[config.mk]
export PLATFORM = sky130hd
export DESIGN_NAME = lcd_char_driver
export DESIGN_NICKNAME = d
export VERILOG_FILES = /design/src/rtl/lcd_char_driver.sv
export SDC_FILE = /design/constraint.sdc
export NUM_CORES = 1
export LEC_CHECK = 0
export ABC_CLOCK_PERIOD_IN_PS = 4400
export CAP_MARGIN = 0
export CELL_PAD_IN_SITES_DETAIL_PLACEMENT = 1
export CELL_PAD_IN_SITES_GLOBAL_PLACEMENT = 1
export CORE_MARGIN = 3
export CORE_UTILIZATION = 37
export CTS_CLUSTER_SIZE = 28
export DETAILED_ROUTE_END_ITERATION = 7
export PLACE_DENSITY = 0.81
export RECOVER_POWER = 50
export SYNTH_ARGS = -nofsm -noshare
export SYNTH_HDL_FRONTEND = slang
export SYNTH_SLANG_ARGS = --single-unit
[constraint.sdc]
create_clock -name CLK -period 4.4 [get_ports CLK]
set_input_delay 0.66 -clock CLK [delete_from_list [all_inputs] [get_ports CLK]]
set_output_delay 0.66 -clock CLK [all_outputs]
set_load 0.02 [all_outputs]
[src/rtl/lcd_char_driver.sv]
// rtl/lcd_char_driver.sv - HD44780 8-bit character display refresh driver
// Ports:
//   CLK          in   single clock
//   RST_N        in   synchronous active-low reset
//   FRAME        in   ROWS*COLS character codes, row 0 col 0 in the MSB byte, row-major
//   FRAME_VALID  in   FRAME holds a new frame
//   FRAME_READY  out  shadow buffer empty, FRAME accepted on FRAME_VALID
//   FRAME_DONE   out  one-cycle pulse after the last character of the last row
//   LCD_E        out  registered HD44780 enable
//   LCD_RS       out  0 command, 1 data
//   LCD_DATA     out  HD44780 8-bit data bus
module lcd_char_driver #(
  parameter int          TIME_PWRUP = 1_000_000,
  parameter int          TIME_TICK  = 100_000,
  parameter int          ROWS       = 2,
  parameter int          COLS       = 16,
  parameter logic [7:0]  DISP_CTRL  = 8'h0C
) (
  input  logic                     CLK,
  input  logic                     RST_N,
  input  logic [ROWS*COLS*8-1:0]   FRAME,
  input  logic                     FRAME_VALID,
  output logic                     FRAME_READY,
  output logic                     FRAME_DONE,
  output logic                     LCD_E,
  output logic                     LCD_RS,
  output logic [7:0]               LCD_DATA
);

  localparam int NCH  = ROWS * COLS;
  localparam int FW   = NCH * 8;
  localparam int PW_W = (TIME_PWRUP > 1) ? $clog2(TIME_PWRUP) : 1;
  localparam int TK_W = $clog2(TIME_TICK);

  localparam logic [PW_W-1:0] PW_LAST  = PW_W'(TIME_PWRUP - 1);
  localparam logic [TK_W-1:0] TK_LAST  = TK_W'(TIME_TICK - 1);
  localparam logic [TK_W-1:0] TK_HALF  = TK_W'(TIME_TICK / 2);
  localparam logic [4:0]      COL_LAST = 5'(COLS - 1);
  localparam logic [1:0]      ROW_LAST = 2'(ROWS - 1);

  typedef enum logic [2:0] {
    PWRUP, INIT0, INIT1, INIT2, INIT3, INIT4, ADDR, CHAR
  } state_e;

  state_e            state_q, state_d;
  logic [PW_W-1:0]   pwrup_cnt_q, pwrup_cnt_d;
  logic [TK_W-1:0]   tick_q, tick_d;
  logic [1:0]        row_q, row_d;
  logic [4:0]        col_q, col_d;
  logic [FW-1:0]     shadow_q, shadow_d;
  logic              shadow_full_q, shadow_full_d;
  logic [FW-1:0]     active_q, active_d;
  logic              done_q, done_d;
  logic              e_q, e_d;
  logic              rs_q, rs_d;
  logic [7:0]        data_q, data_d;

  logic              strobe;
  logic              pwrup_done;
  logic              last_char;
  logic              enter_row0;
  logic              copy;
  logic              accept;
  logic [6:0]        lin;
  logic [7:0]        char_byte;

  function automatic logic [7:0] row_addr(input logic [1:0] r);
    case (r)
      2'd0:    return 8'h80;
      2'd1:    return 8'hC0;
      2'd2:    return 8'h80 + 8'(COLS);
      default: return 8'hC0 + 8'(COLS);
    endcase
  endfunction

  assign strobe     = (state_q != PWRUP) && (tick_q == TK_LAST);
  assign pwrup_done = (state_q == PWRUP) && (pwrup_cnt_q == PW_LAST);
  assign last_char  = strobe && (state_q == CHAR) && (col_q == COL_LAST) && (row_q == ROW_LAST);
  assign enter_row0 = (strobe && (state_q == INIT4)) || last_char;
  assign copy       = enter_row0 && shadow_full_q;
  // A frame offered on the copy cycle lands in the slot being vacated, even
  // though FRAME_READY (registered) still shows 0 during that cycle.
  assign accept     = FRAME_VALID && (!shadow_full_q || copy);

  // State register
  always_ff @(posedge CLK) begin
    if (!RST_N) begin
      state_q       <= PWRUP;
      pwrup_cnt_q   <= '0;
      tick_q        <= '0;
      row_q         <= '0;
      col_q         <= '0;
      shadow_q      <= '0;
      shadow_full_q <= 1'b0;
      active_q      <= {NCH{8'h20}};
      done_q        <= 1'b0;
      e_q           <= 1'b0;
      rs_q          <= 1'b0;
      data_q        <= 8'h00;
    end else begin
      state_q       <= state_d;
      pwrup_cnt_q   <= pwrup_cnt_d;
      tick_q        <= tick_d;
      row_q         <= row_d;
      col_q         <= col_d;
      shadow_q      <= shadow_d;
      shadow_full_q <= shadow_full_d;
      active_q      <= active_d;
      done_q        <= done_d;
      e_q           <= e_d;
      rs_q          <= rs_d;
      data_q        <= data_d;
    end
  end

  // Next state and cursor position; row_d/col_d name the slot being entered
  always_comb begin
    state_d = state_q;
    row_d   = row_q;
    col_d   = col_q;
    case (state_q)
      PWRUP: if (pwrup_done) state_d = INIT0;
      INIT0: if (strobe) state_d = INIT1;
      INIT1: if (strobe) state_d = INIT2;
      INIT2: if (strobe) state_d = INIT3;
      INIT3: if (strobe) state_d = INIT4;
      INIT4: begin
        if (strobe) begin
          state_d = ADDR;
          row_d   = '0;
          col_d   = '0;
        end
      end
      ADDR: begin
        if (strobe) begin
          state_d = CHAR;
          col_d   = '0;
        end
      end
      CHAR: begin
        if (strobe) begin
          if (col_q == COL_LAST) begin
            state_d = ADDR;
            col_d   = '0;
            row_d   = (row_q == ROW_LAST) ? 2'd0 : row_q + 2'd1;
          end else begin
            col_d = col_q + 5'd1;
          end
        end
      end
      default: state_d = PWRUP;
    endcase
  end

  // Character for the slot being entered, read from the current active buffer
  always_comb begin
    lin       = 7'(row_d) * 7'(COLS) + 7'(col_d);
    char_byte = 8'h20;
    for (int i = 0; i < NCH; i++) begin
      if (lin == 7'(i)) char_byte = active_q[8*(NCH-1-i) +: 8];
    end
  end

  // Counters, buffers and bus outputs
  always_comb begin
    pwrup_cnt_d   = (pwrup_cnt_q == PW_LAST) ? pwrup_cnt_q : pwrup_cnt_q + PW_W'(1);
    tick_d        = ((state_q == PWRUP) || strobe) ? '0 : tick_q + TK_W'(1);
    shadow_d      = accept ? FRAME : shadow_q;
    shadow_full_d = accept || (shadow_full_q && !copy);
    active_d      = copy ? shadow_q : active_q;
    done_d        = last_char;
    // Enable is registered, so derive it from the next tick/state
    e_d           = (state_d != PWRUP) && (tick_d < TK_HALF);
    rs_d          = rs_q;
    data_d        = data_q;
    // Leaving power-up acts as the first write slot boundary
    if (pwrup_done) begin
      rs_d   = 1'b0;
      data_d = 8'h38;
    end else if (strobe) begin
      case (state_q)
        INIT0: begin rs_d = 1'b0; data_d = 8'h08;        end
        INIT1: begin rs_d = 1'b0; data_d = 8'h01;        end
        INIT2: begin rs_d = 1'b0; data_d = 8'h06;        end
        INIT3: begin rs_d = 1'b0; data_d = DISP_CTRL;    end
        INIT4: begin rs_d = 1'b0; data_d = row_addr(2'd0); end
        ADDR:  begin rs_d = 1'b1; data_d = char_byte;    end
        CHAR: begin
          if (col_q == COL_LAST) begin
            rs_d   = 1'b0;
            data_d = row_addr(row_d);
          end else begin
            rs_d   = 1'b1;
            data_d = char_byte;
          end
        end
        default: begin rs_d = rs_q; data_d = data_q; end
      endcase
    end
  end

  assign FRAME_READY = !shadow_full_q;
  assign FRAME_DONE  = done_q;
  assign LCD_E       = e_q;
  assign LCD_RS      = rs_q;
  assign LCD_DATA    = data_q;

endmodule

==> impl_metrics.py <==
metrics = {
    "outcome": {
        "outcome": "completed",
    },
    "logic_synthesis": {
        "seq_area_frac_synth_pct": 49.5,
        "synth_mux_area_share_pct": 0.217,
        "synth_flop_cell": "dfxtp_1",
        "syn_area_mm2": 0.0231,
        "synth-xor-area-share_pct": 1.33,
        "yosys_register_bits": 571,
        "synthSimpleGateAreaFrac_pct": 25.4,
        "synthArstFlopShare_pct": 0,
        "synth-edff-count": 0,
        "syn_inst": 3049,
        "synth_warnings": 0,
        "synth_fa_ha_area_share_pct": 0.271,
        "synthesis.nets": 3313,
        "synth_compound_area_share_pct": 19.3,
        "synth_top_family_by_area": "simple AND/OR/NAND/NOR gates",
        "synth_area_per_cell_um2": 7.58,
        "ys_types": 80,
    },
    "worst_setup_path": {
        "critPathLaunchType": "register",
        "cp-end-kind": "register",
        "required_ns": 4.98,
        "arrival_ns": 4.70,
        "critPathMaxFanout": 8,
        "critPathKind": "register to register",
    },
    "timing": {
        "drv_slew": 0,
        "max_freq_mhz": 242,
        "fin_crit_sh_pct": 93.8,
        "setup_violations": 0,
        "hold_ws_ns": 0.452,
        "finalWorstSetupSlack_ns": 0.274,
        "rsz0062_at_grt": "yes",
        "finClkSkew_ns": 0.0245,
        "finalCriticalPeriod_ns": 4.13,
        "slew_headroom_pct": 45.1,
        "tightest_slew_ns": 0.821,
        "tns_ns": 0,
        "finalHoldViolations": 0,
    },
    "placed_design": {
        "dpl.hpwl_um": 60600,
        "dpl.cell_count": 4049,
        "preCtsSetupSlack_ns": -0.241,
        "gp_congestion": 0.919,
        "portBuffers": 270,
    },
    "clock_tree": {
        "cts_num_sinks": 571,
        "numCtsBuffers": 59,
        "root_buffer": "clkbuf_16",
        "insertion_delay_ns": 0.64,
        "cts_tree": "built",
        "cts_hold_buffers": 0,
        "cts_max_path_buffers": 3,
        "postCtsSetupRepairBufs": 0,
        "clkTransAtPathRegs_ns": 0.06,
        "cts.htree.levels": 2,
    },
    "global_routing": {
        "grt_pass1_vias": 23340,
        "overflow": 0,
        "grt_pass1_wl_um": 131000,
        "antenna_found_initial": 0,
        "grtUsageTotal_pct": 24.7,
        "grt_max_degree": 180,
    },
    "min_path": {
        "worstHoldPathType": "register to register",
    },
    "routing": {
        "dr.pass1.iters": 5,
        "wl_per_cell_um": 20.2,
        "ant_nets": 0,
        "viasPerCell": 5.43,
        "drt_iter0_drc": 1697,
        "totalWireLength_um": 84000,
        "num_vias": 22587,
        "drc": 0,
    },
    "final_layout": {
        "drive_above_1_share_pct": 8.37,
        "most-common-layout-cells": "nand2_1, dfxtp_1, a21oi_1",
        "diodes": 0,
        "final_cells": 4161,
        "nets": 3546,
        "final_common_cell": "nand2_1",
        "syn2layout_area_growth_pct": 26.6,
    },
    "floorplan": {
        "start_util_pct": 37.8,
        "die-area_mm2": 0.0655,
        "rows": 90,
        "die_h_um": 256,
        "core_area_mm2": 0.0610,
        "die_w_um": 256,
        "io_pins": 271,
    },
    "pwr": {
        "leakage_nw": 10.5,
        "p_total_mw": 11.3,
        "cellPowerDensity_mw_per_mm2": 388,
        "ir_worst_vdd_uv": 298,
    },
    "job": {
        "max-cap-violations": 0,
    },
}
## flip-flops by register name, summed over array words and instances (netlist names)
register	count
state_q	3
LCD_RS	1
pwrup_cnt_q	20
LCD_E	1
FRAME_DONE	1
LCD_DATA	8
active_q	256
shadow_full_q	1
shadow_q	256
tick_q	17
col_q	5
row_q	2
## routing by layer
layer  vias to the layer above  GRT usage (%)  routed length (µm)
met4                         0           7.14                2220
li1                      10764              -                   -
met3                       136           3.75                4230
met1                     11085           31.8               36500
met5                         -              0                   0
met2                       602           42.8               41000
## critical path, stage by stage (launching register included)
cell and delay (ns):
dfxtp_1 0.33, nor3_2 0.26, nand4_1 0.20, nor2_2 0.16, nand3_1 0.11, nor3_1 0.20, a21oi_1 0.06, o21ai_1 0.19
ha_1 0.18, ha_1 0.26, nor3_1 0.25, nand3_1 0.17, nor4_4 0.28, or2_4 0.23, nand2_1 0.19, o22ai_1 0.22
a31oi_1 0.07, a21o_1 0.23, a311oi_2 0.34, a211o_1 0.16
## cells by family after synthesis
| group | count (synthesis) |
|---|---|
| simple gates | 1426 |
| compound gates | 774 |
| fa+ha+maj | 5 |
| mux | 5 |
| flops | 571 |
| buf+inv | 233 |
| xor+xnor | 35 |
## path summary, 6_finish.rpt
path                  from             to  slack [ns]  cells past startpoint
min          shadow_q[193]  active_q[193]        0.45                      2
max             tick_q[11]    LCD_DATA[0]        0.27                     19
max reg2reg     tick_q[11]    LCD_DATA[0]        0.27                     19
min reg2reg  shadow_q[193]  active_q[193]        0.45                      2
## synth_stat cells (13+ instances only)
master | count | area (µm²)
nand2_1 | 1119 | 4200
dfxtp_1 | 571 | 11400
a21oi_1 | 533 | 2670
clkbuf_1 | 195 | 732
nor2_1 | 98 | 368
nand3_1 | 69 | 345
o21ai_0 | 45 | 225
o22ai_1 | 35 | 219
nor3_1 | 33 | 165
a22oi_1 | 26 | 195
xor2_1 | 22 | 193
a221oi_1 | 17 | 149
and3_1 | 14 | 87.6
buf_2 | 14 | 70.1
inv_1 | 14 | 52.6
a31oi_1 | 13 | 81.3
nand4_1 | 13 | 81.3
xnor2_1 | 13 | 114
## final cells by class
type                            count  area (µm²)
Clock buffer                       87        1750
Clock inverter                     25         323
Fill cell                        7418       31800
Inverter                           15        63.8
Multi-Input combinational cell   2245       10900
Sequential cell                   571       11400
Tap cell                          828        1040
Timing Repair Buffer              390        3750
## repair_timing
action                                  in CTS  in global routing
resized for setup                            9                 18
pin swaps                                    0                  3
endpoints found under the setup margin       8                  8
## through the flow
step                utilization, %  instance area (µm²)
floorplan                        -                23100
global placement              44.3                27100
detailed placement            44.3                27100
CTS                           47.8                29200
global route                  47.9                29300
finish                        47.9                29300
## where the power goes
group	leakage (nW)	internal (mW)	total (mW)	switching [mW]
clock	1.00	3.13	5.31	2.18
combinational	4.82	0.313	0.637	0.324
sequential	4.64	5.30	5.39	0.0894
(Power assumes the default switching activity.)
